<file path="src/rtl/pe_dot_product_pkg.sv">
// Shared definitions for the lane-serial dot-product processing element:
// default geometry and the FSM state encoding.
package pe_dot_product_pkg;

  localparam int DefMaxWidth  = 9;
  localparam int DefDataWidth = 8;
  localparam int DefAccWidth  = 32;

  localparam logic [1:0] StIdle = 2'd0;
  localparam logic [1:0] StMac  = 2'd1;
  localparam logic [1:0] StDone = 2'd2;

  typedef enum logic [1:0] {
    IDLE = StIdle,
    MAC  = StMac,
    DONE = StDone
  } peState_e;

endpackage

</file>
<file path="src/rtl/pe_dot_product_mac_lane.sv">
// One multiply-accumulate step: signed lane product added to the running sum,
// clamped to the signed accumulator range with an overflow flag.
module pe_mac_lane #(
  parameter int DataWidth = 8,
  parameter int AccWidth  = 32
) (
  input  logic signed [DataWidth-1:0] act,
  input  logic signed [DataWidth-1:0] wgt,
  input  logic signed [AccWidth-1:0]  accIn,
  output logic signed [AccWidth-1:0]  accOut,
  output logic                        ovf
);

  localparam logic signed [AccWidth-1:0] AccMax = {1'b0, {(AccWidth-1){1'b1}}};
  localparam logic signed [AccWidth-1:0] AccMin = {1'b1, {(AccWidth-1){1'b0}}};

  logic signed [2*DataWidth-1:0] prod;
  logic signed [AccWidth:0]      sum;

  always_comb begin
    prod = act * wgt;
    sum  = (AccWidth+1)'(accIn) + (AccWidth+1)'(prod);
    // One guard bit: the sum left the range when it disagrees with the old sign bit.
    ovf  = sum[AccWidth] ^ sum[AccWidth-1];
    if (ovf) begin
      accOut = sum[AccWidth] ? AccMin : AccMax;
    end else begin
      accOut = sum[AccWidth-1:0];
    end
  end

endmodule

</file>
<file path="src/rtl/pe_dot_product.sv">
// Lane-serial dot-product engine: accepts an activation/weight vector pair,
// accumulates one lane per cycle and presents the saturated group sum.
module pe_dot_product
  import pe_dot_product_pkg::*;
#(
  parameter int MaxWidth  = DefMaxWidth,
  parameter int DataWidth = DefDataWidth,
  parameter int AccWidth  = DefAccWidth
) (
  input  logic                            clk,
  input  logic                            rst,
  input  logic                            inValid,
  output logic                            inReady,
  input  logic                            inLast,
  input  logic [MaxWidth*DataWidth-1:0]   actIn,
  input  logic [MaxWidth*DataWidth-1:0]   wgtIn,
  output logic                            outValid,
  input  logic                            outReady,
  output logic [AccWidth-1:0]             result,
  output logic                            overflow
);

  localparam int LaneBits = (MaxWidth > 1) ? $clog2(MaxWidth) : 1;
  localparam int VecBits  = MaxWidth * DataWidth;

  // Handshakes: a transfer happens on a rising edge where valid and ready are
  // both high; valid never waits for ready, and ready/valid are registered.
  peState_e               state, nextState;
  logic [VecBits-1:0]     actReg, wgtReg;
  logic                   lastReg;
  logic [LaneBits-1:0]    laneCnt;
  logic signed [AccWidth-1:0] acc, laneAcc;
  logic                   ovfReg, laneOvf;
  logic [DataWidth-1:0]   actLane, wgtLane;
  logic                   accept, take, lastLane;

  assign accept   = inValid & inReady;
  assign take     = outValid & outReady;
  assign lastLane = (laneCnt == LaneBits'(MaxWidth - 1));
  assign result   = acc;
  assign overflow = ovfReg;

  always_comb begin
    actLane = actReg[int'(laneCnt)*DataWidth +: DataWidth];
    wgtLane = wgtReg[int'(laneCnt)*DataWidth +: DataWidth];
  end

  pe_mac_lane #(
    .DataWidth(DataWidth),
    .AccWidth (AccWidth)
  ) uMacLane (
    .act   (actLane),
    .wgt   (wgtLane),
    .accIn (acc),
    .accOut(laneAcc),
    .ovf   (laneOvf)
  );

  always_comb begin
    nextState = state;
    case (state)
      IDLE:    if (accept) nextState = MAC;
      MAC:     if (lastLane) nextState = lastReg ? DONE : IDLE;
      DONE:    if (take) nextState = IDLE;
      default: nextState = IDLE;
    endcase
  end

  always_ff @(posedge clk or posedge rst) begin
    if (rst) begin
      state    <= IDLE;
      inReady  <= 1'b0;
      outValid <= 1'b0;
      actReg   <= '0;
      wgtReg   <= '0;
      lastReg  <= 1'b0;
      laneCnt  <= '0;
      acc      <= '0;
      ovfReg   <= 1'b0;
    end else begin
      state    <= nextState;
      inReady  <= (nextState == IDLE);
      // DONE is entered one edge before the result is offered.
      outValid <= (state == DONE) && !take;
      case (state)
        IDLE: begin
          if (accept) begin
            actReg  <= actIn;
            wgtReg  <= wgtIn;
            lastReg <= inLast;
            laneCnt <= '0;
          end
        end
        MAC: begin
          acc     <= laneAcc;
          ovfReg  <= ovfReg | laneOvf;
          laneCnt <= laneCnt + 1'b1;
        end
        DONE: begin
          if (take) begin
            acc    <= '0;
            ovfReg <= 1'b0;
          end
        end
        default: ;
      endcase
    end
  end

endmodule

</file>
<file path="config.mk">
export PLATFORM = sky130hd
export DESIGN_NAME = pe_dot_product
export DESIGN_NICKNAME = d
export VERILOG_FILES = /design/src/rtl/pe_dot_product_pkg.sv /design/src/rtl/pe_dot_product_mac_lane.sv /design/src/rtl/pe_dot_product.sv
export SDC_FILE = /design/constraint.sdc
export NUM_CORES = 1
export LEC_CHECK = 0
export CAP_MARGIN = 0
export CORE_ASPECT_RATIO = 1.2
export CORE_MARGIN = 2
export CORE_UTILIZATION = 25
export DETAILED_ROUTE_END_ITERATION = 8
export HOLD_SLACK_MARGIN = 0.03
export SLEW_MARGIN = 10
export SYNTH_ARGS = -nofsm -noshare
export SYNTH_HDL_FRONTEND = slang
export SYNTH_SLANG_ARGS = --single-unit
</file>
<file path="constraint.sdc">
create_clock -name clk -period 16.15 [get_ports clk]
set_clock_uncertainty 0.2 [all_clocks]
set_input_delay 1.615 -clock clk [delete_from_list [all_inputs] [get_ports clk]]
set_output_delay 1.615 -clock clk [all_outputs]
set_load 0.02 [all_outputs]
</file>
==> results.sh <==
export IMPL_outcome="finished, final reports clean"
export IMPL_clkTransAtPathRegs_ns=0.08
export IMPL_arrival_ns=9.14
export IMPL_synth_edf_count=0
export IMPL_crit_start="laneCnt[1]$_DFFE_PP0P_"
export IMPL_yosys_warnings=0
export IMPL_yosys_top_cells_area="dfrtp_1, fa_1, nand2_1"
export IMPL_synthFlopType="dfrtp_1"
export IMPL_hold_path_class="register to register"
export IMPL_die_x_um=219
export IMPL_cts_hold_buf=0
export IMPL_fmax_mhz=112
export IMPL_grt_usage=0.141
export IMPL_io_pins=184
export IMPL_rsz0062_at_grt="no"
export IMPL_grt_pass1_wl_um=63000
export IMPL_whs_ns=0.273
export IMPL_ys_seq_area_frac=0.335
export IMPL_setup_violations_final=0
export IMPL_start_util=0.253
export IMPL_rows=94
export IMPL_postCtsSetupBuffers=0
export IMPL_hold_path_cell_count=2
export IMPL_cts_root_buf="clkbuf_16"
export IMPL_start_kind="register"
export IMPL_maxCapViolations=0
export IMPL_crit_slowest_cell="dfrtp_2"
export IMPL_hpwl_um=30300
export IMPL_nNetsFinal=1929
export IMPL_vias=10458
export IMPL_dr_first_iter_drc_count=571
export IMPL_wl_per_cell_um=16.9
export IMPL_ys_ff_latch=186
export IMPL_grt_overflow=0
export IMPL_path_cells="mux4_2 > mux2i_1 > nor2_1 > a21oi_1 > nor2_1 > inv_2 > fa_1 > fa_1 > inv_1 > fa_1 > fa_1 > ha_1 > ha_1 > a211oi_2 > o21bai_1 > or2_1 > and4_4 > a211oi_2 > nand3_2 > nor3_4 > buf_4 > a221o_1"
export IMPL_rr_worst_depth=22
export IMPL_gp_congestion=0.900
export IMPL_slowest_delay_ns=1.00
export IMPL_critPathMaxFanout=36
export IMPL_ys_types=66
export IMPL_cts_resized_gates=0
export IMPL_ant_nets=0
export IMPL_syn_area_per_cell_um2=9.80
export IMPL_async_flop_share=1.00
export IMPL_htreeDepth=4
export IMPL_cp_end_kind="register"
export IMPL_synth_area_leader_cell="dfrtp_1"
export IMPL_cts_buffers=17
export IMPL_slew_violations=0
export IMPL_die_h_um=262
export IMPL_cts_tree="built"
export IMPL_hp_start="actReg[26]$_DFFE_PP0P_"
export IMPL_antenna_found_initial=0
export IMPL_synth_nets=1781
export IMPL_diodes=0
export IMPL_worstMarginPinSlew_ns=0.981
export IMPL_critPathKind="register to register"
export IMPL_slew_headroom=0.346
export IMPL_clock_latency_ns=0.44
export IMPL_port_buffers=183
export IMPL_viasPerCell=4.55
export IMPL_area_delta_synth_final_pct=22.2
export IMPL_tns_ns=0
export IMPL_required_ns=16.34
export IMPL_grt_pass1_vias=11302
export IMPL_syn_inst=1418
export IMPL_fin_crit_ns=8.95
export IMPL_regToRegStartpoint="laneCnt[1]$_DFFE_PP0P_"
export IMPL_cts_buffer_depth=2
export IMPL_drc=0
export IMPL_core_area_um2=54900
export IMPL_drive_above_1_share=0.0659
export IMPL_cp_common_cell="fa_1"
export IMPL_clkSinkCount=186
export IMPL_syn_cell_area_um2=13900
export IMPL_dr_pass1_iters=5
export IMPL_grt_max_degree=94
export IMPL_fin_crit_sh=0.554
export IMPL_synth_top_area_frac=0.335
export IMPL_die_area_um2=57500
export IMPL_nFillCells=5718
export IMPL_drt_wl_total_um=38800
export IMPL_hold_viol=0
metal layers:
metal / track usage / wire (µm)
met4: 0.0323 / 629
met5: 0 / 0
met2: 0.232 / 18900
met3: 0.0240 / 1880
met1: 0.193 / 17500
area by class of cell:
cell class	count	area [µm²]	share of cell area
clock buffer	18	429	0.0253
clock inverter	13	155	0.00914
inverter	120	458	0.0270
multi-input combinational	1047	8470	0.499
sequential	186	4660	0.274
tap	720	901	0.0530
timing repair buffer	194	1910	0.113
synth_stat cells, drive strengths merged, types with 3 or more instances:
library cell / instances
clkbuf: 35
a21oi: 37
fa: 140
xor2: 13
o21bai: 5
ha: 74
nor2: 65
xnor2: 17
a21o: 12
and4: 3
a31oi: 4
nand4: 7
o21a: 3
nand2b: 8
nand3: 6
o21ai: 32
a211oi: 4
and2: 4
dfrtp: 186
nand2: 481
or2: 5
mux4: 32
mux2i: 18
buf: 27
and3: 5
a221o: 34
nor4: 3
nor2b: 9
inv: 120
path summary, 6_finish.rpt:
kind | to | slack [ns]
min | actReg[26]$_DFFE_PP0P_ | 0.27
max reg2reg | result[16]$_DFFE_PP0P_ | 7.20
min reg2reg | actReg[26]$_DFFE_PP0P_ | 0.27
max | result[16]$_DFFE_PP0P_ | 7.20
max in group asynchronous | wgtReg[35]$_DFFE_PP0P_ | 12.47
min in group asynchronous | actReg[29]$_DFFE_PP0P_ | 1.46
kinds of logic after synthesis:
logic type	synth area share
adder cells (fa/ha/maj)	0.268
AND/OR/NAND/NOR	0.177
AO/OA/AOI/OAI	0.0777
buffers and inverters	0.0582
XOR/XNOR	0.0189
multiplexers	0.0648
flip-flops	0.335
placed cells by master, fill, tap and decap left out, types with 23 or more instances in the layout:
master and n:
nand2_1 481, dfrtp_1 184, clkdlybuf4s50_1 183, fa_1 140
inv_1 117, ha_1 74, nor2_1 64, a21oi_1 35
a221o_1 34, mux4_2 32, o21ai_0 23
flip-flops by register name (all words and copies together), names as in the netlist:
| name | cells |
|---|---|
| state | 2 |
| laneCnt | 4 |
| result | 32 |
| inReady | 1 |
| overflow | 1 |
| wgtReg | 72 |
| actReg | 72 |
| lastReg | 1 |
| outValid | 1 |
metrics by stage:
step | instance area (µm²) | std cells | utilization | setup slack [ns]
after floorplan | 13900 | 1418 | - | 7.59
after CTS | 17000 | 2298 | 0.309 | 7.09
after global routing | 17000 | 2298 | 0.309 | 6.61
after global placement | 16400 | 2267 | 0.299 | 7.33
after detailed placement | 16400 | 2267 | 0.299 | 7.10
final | 17000 | 2298 | 0.309 | 7.20
critical path: cells and delay by family (launching register included):
kind            cells  cell delay [ns]
compound gates      5             1.39
fa+ha+maj           6             2.85
buf+inv             3             1.14
flops               1             1.00
mux                 2             0.75
simple gates        6             1.53
Power is not shown: default switching activity piles up to over one toggle a cycle in this logic, so the estimate is an artifact.
